`config.mk`:
```
export PLATFORM = sky130hd
export DESIGN_NAME = fc_layer_sequencer
export DESIGN_NICKNAME = d
export VERILOG_FILES = /design/src/rtl/fc_ctrl_pkg.sv /design/src/rtl/fc_delay_line.sv /design/src/rtl/fc_layer_sequencer.sv
export SDC_FILE = /design/constraint.sdc
export NUM_CORES = 1
export LEC_CHECK = 0
export CORE_UTILIZATION = 40
export CTS_CLUSTER_DIAMETER = 200
export CTS_CLUSTER_SIZE = 14
export DETAILED_ROUTE_END_ITERATION = 12
export PLACE_DENSITY = 0.64
export SLEW_MARGIN = 5
export SYNTH_ARGS = -nofsm -noshare
export SYNTH_HDL_FRONTEND = slang
export SYNTH_HIERARCHICAL = 1
export SYNTH_SLANG_ARGS = --single-unit
```
`constraint.sdc`:
```
create_clock -name aclk -period 3.2 [get_ports aclk]
set_clock_uncertainty 0.1 [all_clocks]
set_input_delay 0.48 -clock aclk [delete_from_list [all_inputs] [get_ports aclk]]
set_output_delay 0.48 -clock aclk [all_outputs]
set_load 0.1 [all_outputs]
```
`src/rtl/fc_ctrl_pkg.sv`:
```
// Shared types and defaults for the fully-connected layer sequencer.
package fc_ctrl_pkg;

  localparam int DEF_CNT_W    = 16;
  localparam int DEF_ADDR_W   = 32;
  localparam int DEF_PIPE_LAT = 2;

  typedef enum logic [1:0] {
    IDLE,
    RUN,
    DRAIN,
    DONE
  } state_t;

  // Payload carried alongside the MAC pipeline; idx is sized for the default count width
  typedef struct packed {
    logic                 last;
    logic [DEF_CNT_W-1:0] idx;
  } dl_payload_t;

endpackage

```
`src/rtl/fc_delay_line.sv`:
```
// Fixed-depth shift register that advances every cycle; used to track MAC pipeline latency.
module fc_delay_line #(
  parameter int DEPTH = 2,
  parameter int WIDTH = 1
) (
  input  logic             clock,
  input  logic             reset,
  input  logic [WIDTH-1:0] din,
  output logic [WIDTH-1:0] dout
);

  logic [WIDTH-1:0] stage [DEPTH];

  always_ff @(posedge clock) begin
    if (reset) begin
      for (int k = 0; k < DEPTH; k++) stage[k] <= '0;
    end else begin
      stage[0] <= din;
      for (int k = 1; k < DEPTH; k++) stage[k] <= stage[k-1];
    end
  end

  assign dout = stage[DEPTH-1];

endmodule

```
`src/rtl/fc_layer_sequencer.sv`:
```
// Walks N_IN x N_OUT MAC operations for one layer, emitting addresses and accumulator strobes,
// and aligns per-neuron result-valid and completion to the MAC pipeline latency.
module fc_layer_sequencer
  import fc_ctrl_pkg::*;
#(
  parameter int CNT_W    = DEF_CNT_W,
  parameter int ADDR_W   = DEF_ADDR_W,
  parameter int PIPE_LAT = DEF_PIPE_LAT
) (
  input  logic              aclk,
  input  logic              areset,
  input  logic              iStart,
  input  logic [CNT_W-1:0]  iNumIn,
  input  logic [CNT_W-1:0]  iNumOut,
  input  logic              iStall,
  output logic              oBusy,
  output logic              oMacEn,
  output logic [CNT_W-1:0]  oInAddr,
  output logic [ADDR_W-1:0] oWtAddr,
  output logic              oAccClr,
  output logic              oAccLast,
  output logic              oOutValid,
  output logic [CNT_W-1:0]  oOutIdx,
  output logic              oDone
);

  localparam int DRAIN_W = (PIPE_LAT > 1) ? $clog2(PIPE_LAT) : 1;

  state_t state, state_next;

  logic [CNT_W-1:0]   num_in, num_out;
  logic [CNT_W-1:0]   i_cnt, j_cnt;
  logic [ADDR_W-1:0]  base;
  logic [DRAIN_W-1:0] drain_cnt;
  logic [CNT_W-1:0]   acc_idx;

  logic start_run, start_empty, issue, last_i, last_j, drain_done;

  logic              mac_en_d, clr_d, last_d, busy_d, done_d;
  logic [CNT_W-1:0]  in_addr_d;
  logic [ADDR_W-1:0] wt_addr_d;

  dl_payload_t dl_in, dl_out;

  assign start_run   = (state == IDLE) && iStart && (iNumIn != '0) && (iNumOut != '0);
  assign start_empty = (state == IDLE) && iStart && ((iNumIn == '0) || (iNumOut == '0));
  assign issue       = (state == RUN) && !iStall;
  assign last_i      = (i_cnt == num_in - CNT_W'(1));
  assign last_j      = (j_cnt == num_out - CNT_W'(1));
  assign drain_done  = (drain_cnt == DRAIN_W'(PIPE_LAT - 1));

  always_ff @(posedge aclk) begin
    if (areset) state <= IDLE;
    else        state <= state_next;
  end

  always_comb begin
    state_next = state;
    case (state)
      IDLE: begin
        if (start_run)        state_next = RUN;
        else if (start_empty) state_next = DONE;
      end
      RUN:     if (issue && last_i && last_j) state_next = DRAIN;
      DRAIN:   if (drain_done) state_next = DONE;
      DONE:    state_next = IDLE;
      default: state_next = IDLE;
    endcase
  end

  // While stalled in RUN the address outputs present the pending (not yet issued) MAC
  always_comb begin
    mac_en_d  = issue;
    clr_d     = issue && (i_cnt == '0);
    last_d    = issue && last_i;
    busy_d    = (state != IDLE);
    done_d    = (state == DONE);
    in_addr_d = oInAddr;
    wt_addr_d = oWtAddr;
    if (state == RUN) begin
      in_addr_d = i_cnt;
      wt_addr_d = base + ADDR_W'(i_cnt);
    end
  end

  always_ff @(posedge aclk) begin
    if (areset) begin
      num_in    <= '0;
      num_out   <= '0;
      i_cnt     <= '0;
      j_cnt     <= '0;
      base      <= '0;
      drain_cnt <= '0;
      acc_idx   <= '0;
      oMacEn    <= 1'b0;
      oAccClr   <= 1'b0;
      oAccLast  <= 1'b0;
      oBusy     <= 1'b0;
      oDone     <= 1'b0;
      oInAddr   <= '0;
      oWtAddr   <= '0;
    end else begin
      oMacEn   <= mac_en_d;
      oAccClr  <= clr_d;
      oAccLast <= last_d;
      oBusy    <= busy_d;
      oDone    <= done_d;
      oInAddr  <= in_addr_d;
      oWtAddr  <= wt_addr_d;

      if (state == DRAIN) drain_cnt <= drain_cnt + DRAIN_W'(1);
      else                drain_cnt <= '0;

      if (start_run) begin
        num_in  <= iNumIn;
        num_out <= iNumOut;
        i_cnt   <= '0;
        j_cnt   <= '0;
        base    <= '0;
      end else if (issue) begin
        acc_idx <= j_cnt;
        // Weight base steps by N_IN per neuron so no multiplier is needed
        if (last_i) begin
          i_cnt <= '0;
          j_cnt <= j_cnt + CNT_W'(1);
          base  <= base + ADDR_W'(num_in);
        end else begin
          i_cnt <= i_cnt + CNT_W'(1);
        end
      end
    end
  end

  assign dl_in = '{last: oAccLast, idx: DEF_CNT_W'(acc_idx)};

  fc_delay_line #(
    .DEPTH (PIPE_LAT),
    .WIDTH ($bits(dl_payload_t))
  ) u_delay (
    .clock (aclk),
    .reset (areset),
    .din   (dl_in),
    .dout  (dl_out)
  );

  assign oOutValid = dl_out.last;
  assign oOutIdx   = CNT_W'(dl_out.idx);

endmodule
```
* Word-level counts from Yosys, hierarchy flattened
Memories as Yosys holds them, arrays and structs flattened. Cells that the tools add are included.
Cells by class: muxes and demuxes 11, eq/ne operators 8, bitwise operators 4, $add $sub $neg 7, reductions and logical operators 22
Operator list (count):
- 32-bit by 16-bit adder with 32-bit output | 2
- 16-bit zero test | 3
- 17-bit two-way mux | 2
- 16-bit by 1-bit adder with 16-bit output (second input constant) | 2
- 16-bit equality test | 2
- 16-bit nonzero test | 2
- 16-bit by 1-bit subtractor with 16-bit output (second input constant) | 2
- 16-bit two-way mux | 1
- 1-bit logical AND | 8
- 2-bit two-way mux | 4
- 2-bit case mux with 4 select lines | 1
- 2-bit equality test (second input constant) | 2
- 2-bit AND reduction | 2
- 2-bit OR reduction | 2
- 1-bit two-way mux | 3
- 3-bit inequality test (second input constant) | 1
- 3-bit AND reduction | 1
- 2-bit by 1-bit equality test with 1-bit output (second input constant) | 1
- 2-bit zero test | 1
- 2-bit by 1-bit inequality test with 1-bit output (second input constant) | 1
- 2-bit inequality test (second input constant) | 1
- 1-bit inverter | 2
- 1-bit OR | 2
- 2-bit nonzero test | 1
- 3 further kinds | 3
Word-level totals: flip-flop bits (word level) 168, memories kept 1, logic and storage cells 68, RAM bits 34
Memory list:
- u_delay.stage | depth 2, bits a word 17, read ports 2, clocked after memory_dff 0, write ports 2, line fc_delay_line.sv:12 | logic [WIDTH-1:0] stage [DEPTH];

* Logic depth before layout (Yosys ltp)
Gate-level depths: netlist (run 1).
depth after elaboration 6, mapped depth 14, depth with buffers taken out 11

* Cells and area by module
Netlist (run 1), hierarchy kept.
By module, submodules not included:
- fc_layer_sequencer | area each 9245.1 µm², cells an instance 1075, sequential area each 3363.2 µm², times used 1
- fc_delay_line | area each 1064.8 µm², cells an instance 88, sequential area each 680.7 µm², times used 1

* Worst setup path before layout (run 1)
No wires, ideal clock.
path type reg2reg, start point register num_in[0], end point register base[21], path slack -0.274 ns, data arrival time 3.246 ns, period minus slack after synthesis 3.474 ns, cell stages (with the launch flop) 15, setup time 0.128 ns, cell sequence dfxtp_1 > clkbuf_1 > inv_1 > ha_1 > or4b_1 > buf_2 > or4_1 > a22oi_1 > o2111ai_1 > or4_1 > buf_2 > buf_6 > a211oi_1 > xnor2_1 > nor2_1
On the way: longest elaborated chain between the ends 3, elaborated cells on any way between the ends 4
RTL lines:
- start, declared | line fc_layer_sequencer.sv:31 | logic [CNT_W-1:0] num_in, num_out;
- start signal, assigned | line fc_layer_sequencer.sv:115 | num_in <= iNumIn;
- 16-bit by 1-bit subtractor with 16-bit output | line fc_layer_sequencer.sv:48 | assign last_i = (i_cnt == num_in - CNT_W'(1));
- 16-bit equality test | line fc_layer_sequencer.sv:48
- 2-bit AND reduction (no source line)
- end signal, assigned | line fc_layer_sequencer.sv:126 | base <= base + ADDR_W'(num_in);
- end, declared | line fc_layer_sequencer.sv:33 | logic [ADDR_W-1:0] base;
Parallel ways exist; a longest one is shown, timed or not. A chain may end at the register's enable or synchronous reset.

* Worst setup path after layout (run 1)
start point register num_in[0], end point register j_cnt[15]
On the way: longest elaborated chain between the ends 3
RTL lines:
- 16-bit by 1-bit subtractor with 16-bit output | line fc_layer_sequencer.sv:48
- 16-bit equality test | line fc_layer_sequencer.sv:48
- 2-bit AND reduction (no source line)
- end signal, assigned | line fc_layer_sequencer.sv:125 | j_cnt <= j_cnt + CNT_W'(1);
- end, declared | line fc_layer_sequencer.sv:32 | logic [CNT_W-1:0] i_cnt, j_cnt;
No other way between the ends.

==> impl_metrics.json, run 1 <==
{
  "ctsHtreeMaxLevel": 1,
  "clock_sink_count": 202,
  "finalSetupViolations": 1,
  "placedCellCount": 1589,
  "route.layer.met1.wl_microns": 12650,
  "worst_pin_slew_ns": 0.6822,
  "synth_seq_area_share_pct": 39.22,
  "timing.final.hold_violations": 0,
  "met2_length_microns": 11550,
  "synth.net_count": 1243,
  "layout.cells.non_filler": 1620,
  "hpwlAfterDp_microns": 18630,
  "design.core.area_sq_um": 25250,
  "synth_area_per_cell_sq_um": 8.865,
  "p_sw_share_pct": 36.45,
  "drc": 0,
  "critPathMaxFanout": 7,
  "synthDistinctLibCells": 62,
  "track_usage_pct": 18.97,
  "globalplace.congestion": 0.8762,
  "clock_power_share_pct": 26.5,
  "seq_power_share_pct": 38.0,
  "synth_warnings": 6,
  "power_density_nw_per_um2": 587.8,
  "status": "finished with violations",
  "die_y_microns": 162.5,
  "power_leakage_nw": 5.051,
  "cp-start-kind": "register",
  "ys_top_cells_by_count": "sky130_fd_sc_hd__dfxtp_1, sky130_fd_sc_hd__nor2_1, sky130_fd_sc_hd__mux2i_1, sky130_fd_sc_hd__xnor2_1, sky130_fd_sc_hd__xor2_1",
  "post-synth-top-count-cell": "sky130_fd_sc_hd__dfxtp_1",
  "post_synth_inst_count": 1163,
  "cts_buffer_depth": 3,
  "antenna_found_initial": 0,
  "vdd_ir_drop_max_mv": 0.4710,
  "floorplan.rows": 58,
  "worstPathArrival_ns": 3.51,
  "cap_viol_max_count": 0,
  "wl_microns": 25650,
  "die_area_sq_um": 26420,
  "layout-drive-gt1-share_pct": 16.98,
  "synthDominantAreaCellType": "sky130_fd_sc_hd__dfxtp_1",
  "power.share.combinational_pct": 35.6,
  "worst_skew_late_latency_ns": 0.50,
  "firstDrtPassIters": 5,
  "cts_root_buf": "sky130_fd_sc_hd__clkbuf_16",
  "setup.worst_path.class": "register to register",
  "rsz0062_at_grt": "true",
  "design.final.nets": 1370,
  "vias": 8421,
  "syn_to_final_growth_pct": 21.98,
  "antenna_cells_inserted": 0,
  "grt_first_pass_wirelength_microns": 40970,
  "first_global_vias": 7815,
  "floorplan.die.width_microns": 162.5,
  "post_synth_instance_area_sq_um": 10310,
  "floorplan.io_pins": 106,
  "fillers": 2441,
  "cts.clk_slew.worst_paths_ns": 0.07,
  "net-switching-power_w": 0.002695,
  "largest_net_degree_at_the_start_of_global_routing": 53,
  "max_slew_margin_pct": 53.88,
  "synthTopCellsByArea": "sky130_fd_sc_hd__dfxtp_1, sky130_fd_sc_hd__mux2i_1, sky130_fd_sc_hd__nor2_1",
  "clock.fmax_mhz": 312.3,
  "synth_flop_cell": "sky130_fd_sc_hd__dfxtp_1",
  "route.antenna.remaining_nets": 0,
  "port_buffers": 105,
  "timing.final.max_slew_violations": 0,
  "avgViaCountPerCell": 5.198,
  "post-place-ws_ns": -0.08566,
  "synth_enable_flop_cells": 0,
  "sum_of_overflow_across_all_layers_after_global_routing": 0,
  "fin_crit_ns": 3.203,
  "worstHoldPathType": "register to register",
  "worst_slack_ns": -0.002566,
  "fraction_of_synthesized_cell_area_taken_by_the_top_area_cell_type_pct": 39.22,
  "highest_signal_layer_in_the_routed_design": "met4",
  "postSynthRegisterBits": 202,
  "final_min_period_over_clock_period_pct": 100.1,
  "met3_length_microns": 1073,
  "starting_density_pct": 40.82,
  "setup.worst_path.end_class": "register",
  "cts-buffers-inserted": 18,
  "critical_path_required_ns": 3.51,
  "internal_power_w": 0.004697,
  "number_of_drc_markers_after_the_initial_detailed_route_iteration": 561,
  "ys_async_sr_fraction_pct": 0,
  "violations": "setup timing",
  "detail_routed_net_length_per_standard_cell_microns": 15.83,
  "tritoncts_clock_tree": "done"
}
## what timing repair did
item                       CTS  global route
gates cloned                 0             4
hold buffers                 0             0
pin swaps                    0             5
setup endpoints to repair   12            44
setup buffers                2             5
gates resized for setup      9            29
## routing by layer
layer  up-vias  GRT usage (%)
li1       4322              -
met5         -              0
met2       163          30.65
met3        24          2.190
met1      3912          27.03
met4         0          4.078
## logic make-up after synthesis
family / after synthesis / share of synthesized area, %
compound gates: 171 / 11.17
simple gates: 450 / 21.57
xor+xnor: 103 / 8.750
mux: 93 / 9.065
buf+inv: 100 / 4.745
fa+ha+maj: 44 / 5.485
flops: 202 / 39.22
## area by class of cell
| type | count | area, sq um | area share (%) |
|---|---|---|---|
| clock buffer | 19 | 475.5 | 3.781 |
| clock inverter | 1 | 8.758 | 0.06964 |
| inverter | 22 | 85.08 | 0.6766 |
| multi-input combinational | 861 | 5971 | 47.48 |
| sequential | 202 | 4046 | 32.18 |
| tap | 330 | 412.9 | 3.283 |
| timing repair buffer | 185 | 1577 | 12.54 |
## stage by stage
| step | util (%) | TNS [ns] | hold slack, ns | area, sq um | total power, W |
|---|---|---|---|---|---|
| after global placement | 46.76 | 0 | 0.3175 | 11810 | 0.005395 |
| final | 49.80 | -0.002566 | 0.3336 | 12580 | 0.007392 |
| after CTS | 48.89 | 0 | 0.3349 | 12350 | 0.007414 |
| after floorplan | - | -0.8396 | 0.3138 | 10390 | 0.004773 |
| after detailed placement | 46.76 | -0.4465 | 0.3204 | 11810 | 0.005427 |
| after global routing | 49.80 | -1.962 | 0.3559 | 12580 | 0.007780 |
## power groups by stage
stage | Clock, W | Sequential, W | Combinational (W)
final | 0.00196 | 0.00281 | 0.00263
after global routing | 0.00212 | 0.00283 | 0.00283
after CTS | 0.00202 | 0.00281 | 0.00259
after detailed placement | 0 | 0.00286 | 0.00256
after global placement | 0 | 0.00286 | 0.00254
after floorplan | 0 | 0.00341 | 0.00137
## final timing paths
kind                   startpoint              endpoint  slack [ns]  cells past startpoint
max reg2reg             num_in[0]             j_cnt[15]      -0.003                     12
min          u_delay/stage[0][10]  u_delay/stage[0][27]        0.33                      1
max                     num_in[0]             j_cnt[15]      -0.003                     12
min reg2reg  u_delay/stage[0][10]  u_delay/stage[0][27]        0.33                      1
## registers in the layout, summed over array words and instances (netlist names)
register and count:
acc_idx 16, base 32, drain_cnt 1, i_cnt 16, j_cnt 16, num_in 16
num_out 16, oAccClr 1, oAccLast 1, oBusy 1, oDone 1, oInAddr 16
oMacEn 1, oWtAddr 32, state 2, u_delay/stage 34
## worst max-delay path: stages, from the launching register on
cell and delay [ns]:
sky130_fd_sc_hd__dfxtp_2 0.34, sky130_fd_sc_hd__inv_4 0.05, sky130_fd_sc_hd__ha_4 0.12, sky130_fd_sc_hd__or4b_4 0.51, sky130_fd_sc_hd__or4_4 0.53, sky130_fd_sc_hd__a22oi_2 0.15
sky130_fd_sc_hd__o2111ai_2 0.15, sky130_fd_sc_hd__buf_4 0.18, sky130_fd_sc_hd__nor4_4 0.20, sky130_fd_sc_hd__buf_6 0.21, sky130_fd_sc_hd__nand3_2 0.10, sky130_fd_sc_hd__or3_1 0.36
sky130_fd_sc_hd__a21oi_1 0.14
## cell usage in the layout, fill, tap and decap left out, drive strengths merged, types with 6 or more instances in the layout
cell type	n
a21o	6
a31oi	7
nand2	40
a311oi	8
nand2b	8
nor2	198
o22ai	9
and3	16
dfxtp	202
inv	23
or4	9
o21ai	30
nand3	28
buf	149
xor2	47
mux2i	90
nand4	23
or3	21
clkbuf	21
nor3	16
and2	8
a21oi	34
ha	42
o21a	7
nor2b	40
clkdlybuf4s50	34
a211oi	31
o31ai	8
xnor2	56
nor4	20
Power figures use the tool's default switching activity.
==> run 2, diff against run 1 <==
Settings changed: MAX_ROUTING_LAYER from default to met4.
==> impl_metrics.json, run 2 (synthesis results as in run 1) <==
{
  "reg_top3": "u_delay/stage x34, base x32, oWtAddr x32",
  "die_y_microns": 162.5,
  "rsz0062_at_grt": "true",
  "worstHoldPathType": "register to register",
  "met2_length_microns": 11610,
  "cts_buffer_depth": 3,
  "largest_reg_flops": 34,
  "finalSetupViolations": 1,
  "port_buffers": 105,
  "antenna_found_initial": 0,
  "clock.fmax_mhz": 311.9,
  "timing.final.max_slew_violations": 0,
  "wl_microns": 25660,
  "final_core_utilization_pct": 49.87,
  "cts-buffers-inserted": 18,
  "mostFrequentLayoutCells": "sky130_fd_sc_hd__dfxtp_1, sky130_fd_sc_hd__nor2_1, sky130_fd_sc_hd__buf_4",
  "cts.clk_slew.worst_paths_ns": 0.07,
  "seq_area_sq_um": 4046,
  "design.final.nets": 1371,
  "first_global_vias": 7824,
  "tritoncts_clock_tree": "done",
  "cp-start-kind": "register",
  "syn_to_final_growth_pct": 22.16,
  "highest_signal_layer_in_the_routed_design": "met4",
  "reg2reg_setup_slack_ns": -0.007,
  "clock_sink_count": 202,
  "setup.worst_path.start": "num_in[1]",
  "setup.worst_path.class": "register to register",
  "timing.final.hold_violations": 0,
  "number_of_drc_markers_after_the_initial_detailed_route_iteration": 574,
  "worst_slack_ns": -0.006565,
  "worstPathArrival_ns": 3.52,
  "cap_viol_max_count": 0,
  "grt_first_pass_wirelength_microns": 40980,
  "placedCellCount": 1589,
  "critical_path_required_ns": 3.51,
  "sum_of_overflow_across_all_layers_after_global_routing": 0,
  "layout.cells.non_filler": 1621,
  "largest_net_degree_at_the_start_of_global_routing": 53,
  "fillers": 2441,
  "cts_root_buf": "sky130_fd_sc_hd__clkbuf_16",
  "route.layer.met1.wl_microns": 12800,
  "multi_input_comb_area_sq_um": 5969,
  "worst_skew_late_latency_ns": 0.50,
  "layout-drive-gt1-share_pct": 16.89,
  "die_area_sq_um": 26420,
  "timing.rr.start": "num_in[1]",
  "floorplan.die.width_microns": 162.5,
  "antenna_cells_inserted": 0,
  "starting_density_pct": 40.82,
  "vdd_ir_drop_max_mv": 0.4713,
  "post-place-ws_ns": -0.08566,
  "floorplan.io_pins": 106,
  "vias": 8437,
  "place_area_sq_um": 11810,
  "avgViaCountPerCell": 5.205,
  "design.core.area_sq_um": 25250,
  "met3_length_microns": 882,
  "firstDrtPassIters": 5,
  "endpoint": "j_cnt[15]",
  "max_slew_margin_pct": 53.59,
  "route.antenna.remaining_nets": 0,
  "power_leakage_nw": 5.058,
  "cts_hold_repair.buffers": 0,
  "detail_routed_net_length_per_standard_cell_microns": 15.83,
  "status": "finished with violations",
  "rr_endpoint": "j_cnt[15]",
  "ctsHtreeMaxLevel": 1,
  "setup.worst_path.end_class": "register",
  "mostFrequentLayoutCell": "sky130_fd_sc_hd__dfxtp_1",
  "critPathMaxFanout": 7,
  "hpwlAfterDp_microns": 18630,
  "globalplace.congestion": 0.8906,
  "fin_crit_ns": 3.207,
  "final_area_sq_um": 12590,
  "length_in_cells_of_the_worst_reg_to_reg_path": 12,
  "largest-register": "u_delay/stage",
  "power_density_nw_per_um2": 586.9,
  "drc": 0,
  "fin_hold_ws_ns": 0.3336,
  "violations": "setup timing",
  "track_usage_pct": 19.52,
  "final_min_period_over_clock_period_pct": 100.2,
  "worst_pin_slew_ns": 0.6865,
  "floorplan.rows": 58
}
[run 2: timing repair]
action / 4_1_cts / 5_1_grt
pin swaps: 0 / 6
setup buffers: 2 / 6
endpoints found under the setup margin: 12 / 44
gates resized for setup: 9 / 28
endpoints found under the hold margin: 0 / 0
cloned: 0 / 4
[run 2: per-stage QoR]
stage | setup TNS [ns] | power, W
3_3_place_gp | 0 | 0.005395
2_1_floorplan | -0.8396 | 0.004773
3_5_place_dp | -0.4465 | 0.005427
4_1_cts | 0 | 0.007414
5_1_grt | -2.183 | 0.007779
6_report | -0.006565 | 0.007391
[run 2: area by class of cell]
class / count / area share (%)
multi-input cells: 861 / 47.40
inverters: 22 / 0.6755
repair buffers: 186 / 12.68
flip-flops and latches: 202 / 32.13
well taps: 330 / 3.278
clock buffers: 19 / 3.775
clock inverters: 1 / 0.06954
[run 2: metal layers]
metal | GRT usage [%] | vias up
met5 | - | -
met4 | 4.078 | 0
met3 | 2.190 | 25
met2 | 30.73 | 159
met1 | 26.92 | 3921
li1 | - | 4332
[run 2: worst min path at each step]
stage / start / end / slack, ns / cells after the start
floorplan: u_delay/stage[0][0] / u_delay/stage[0][17] / 0.31 / 1
global placement: u_delay/stage[0][12] / u_delay/stage[0][29] / 0.32 / 1
detailed placement: u_delay/stage[0][9] / u_delay/stage[0][26] / 0.32 / 1
CTS: u_delay/stage[0][9] / u_delay/stage[0][26] / 0.33 / 1
global route: u_delay/stage[0][0] / u_delay/stage[0][17] / 0.36 / 1
finish: u_delay/stage[0][10] / u_delay/stage[0][27] / 0.33 / 1
[run 2: critical path, cell delays in order (launching register included)]
cell                        delay [ns]
sky130_fd_sc_hd__dfxtp_2          0.32
sky130_fd_sc_hd__inv_2            0.06
sky130_fd_sc_hd__ha_4             0.12
sky130_fd_sc_hd__or4b_4           0.51
sky130_fd_sc_hd__or4_4            0.53
sky130_fd_sc_hd__a22oi_2          0.15
sky130_fd_sc_hd__o2111ai_2        0.15
sky130_fd_sc_hd__buf_4            0.18
sky130_fd_sc_hd__nor4_4           0.20
sky130_fd_sc_hd__buf_6            0.21
sky130_fd_sc_hd__nand3_2          0.10
sky130_fd_sc_hd__or3_1            0.36
sky130_fd_sc_hd__a21oi_1          0.14
[run 2: power breakdown]
part,switching [W],internal (W),leakage [nW]
Combinational,0.00166,0.000968,3.18
Clock,0.000905,0.00105,0.239
Sequential,0.000129,0.00268,1.64
Total,0.00269,0.00470,5.06
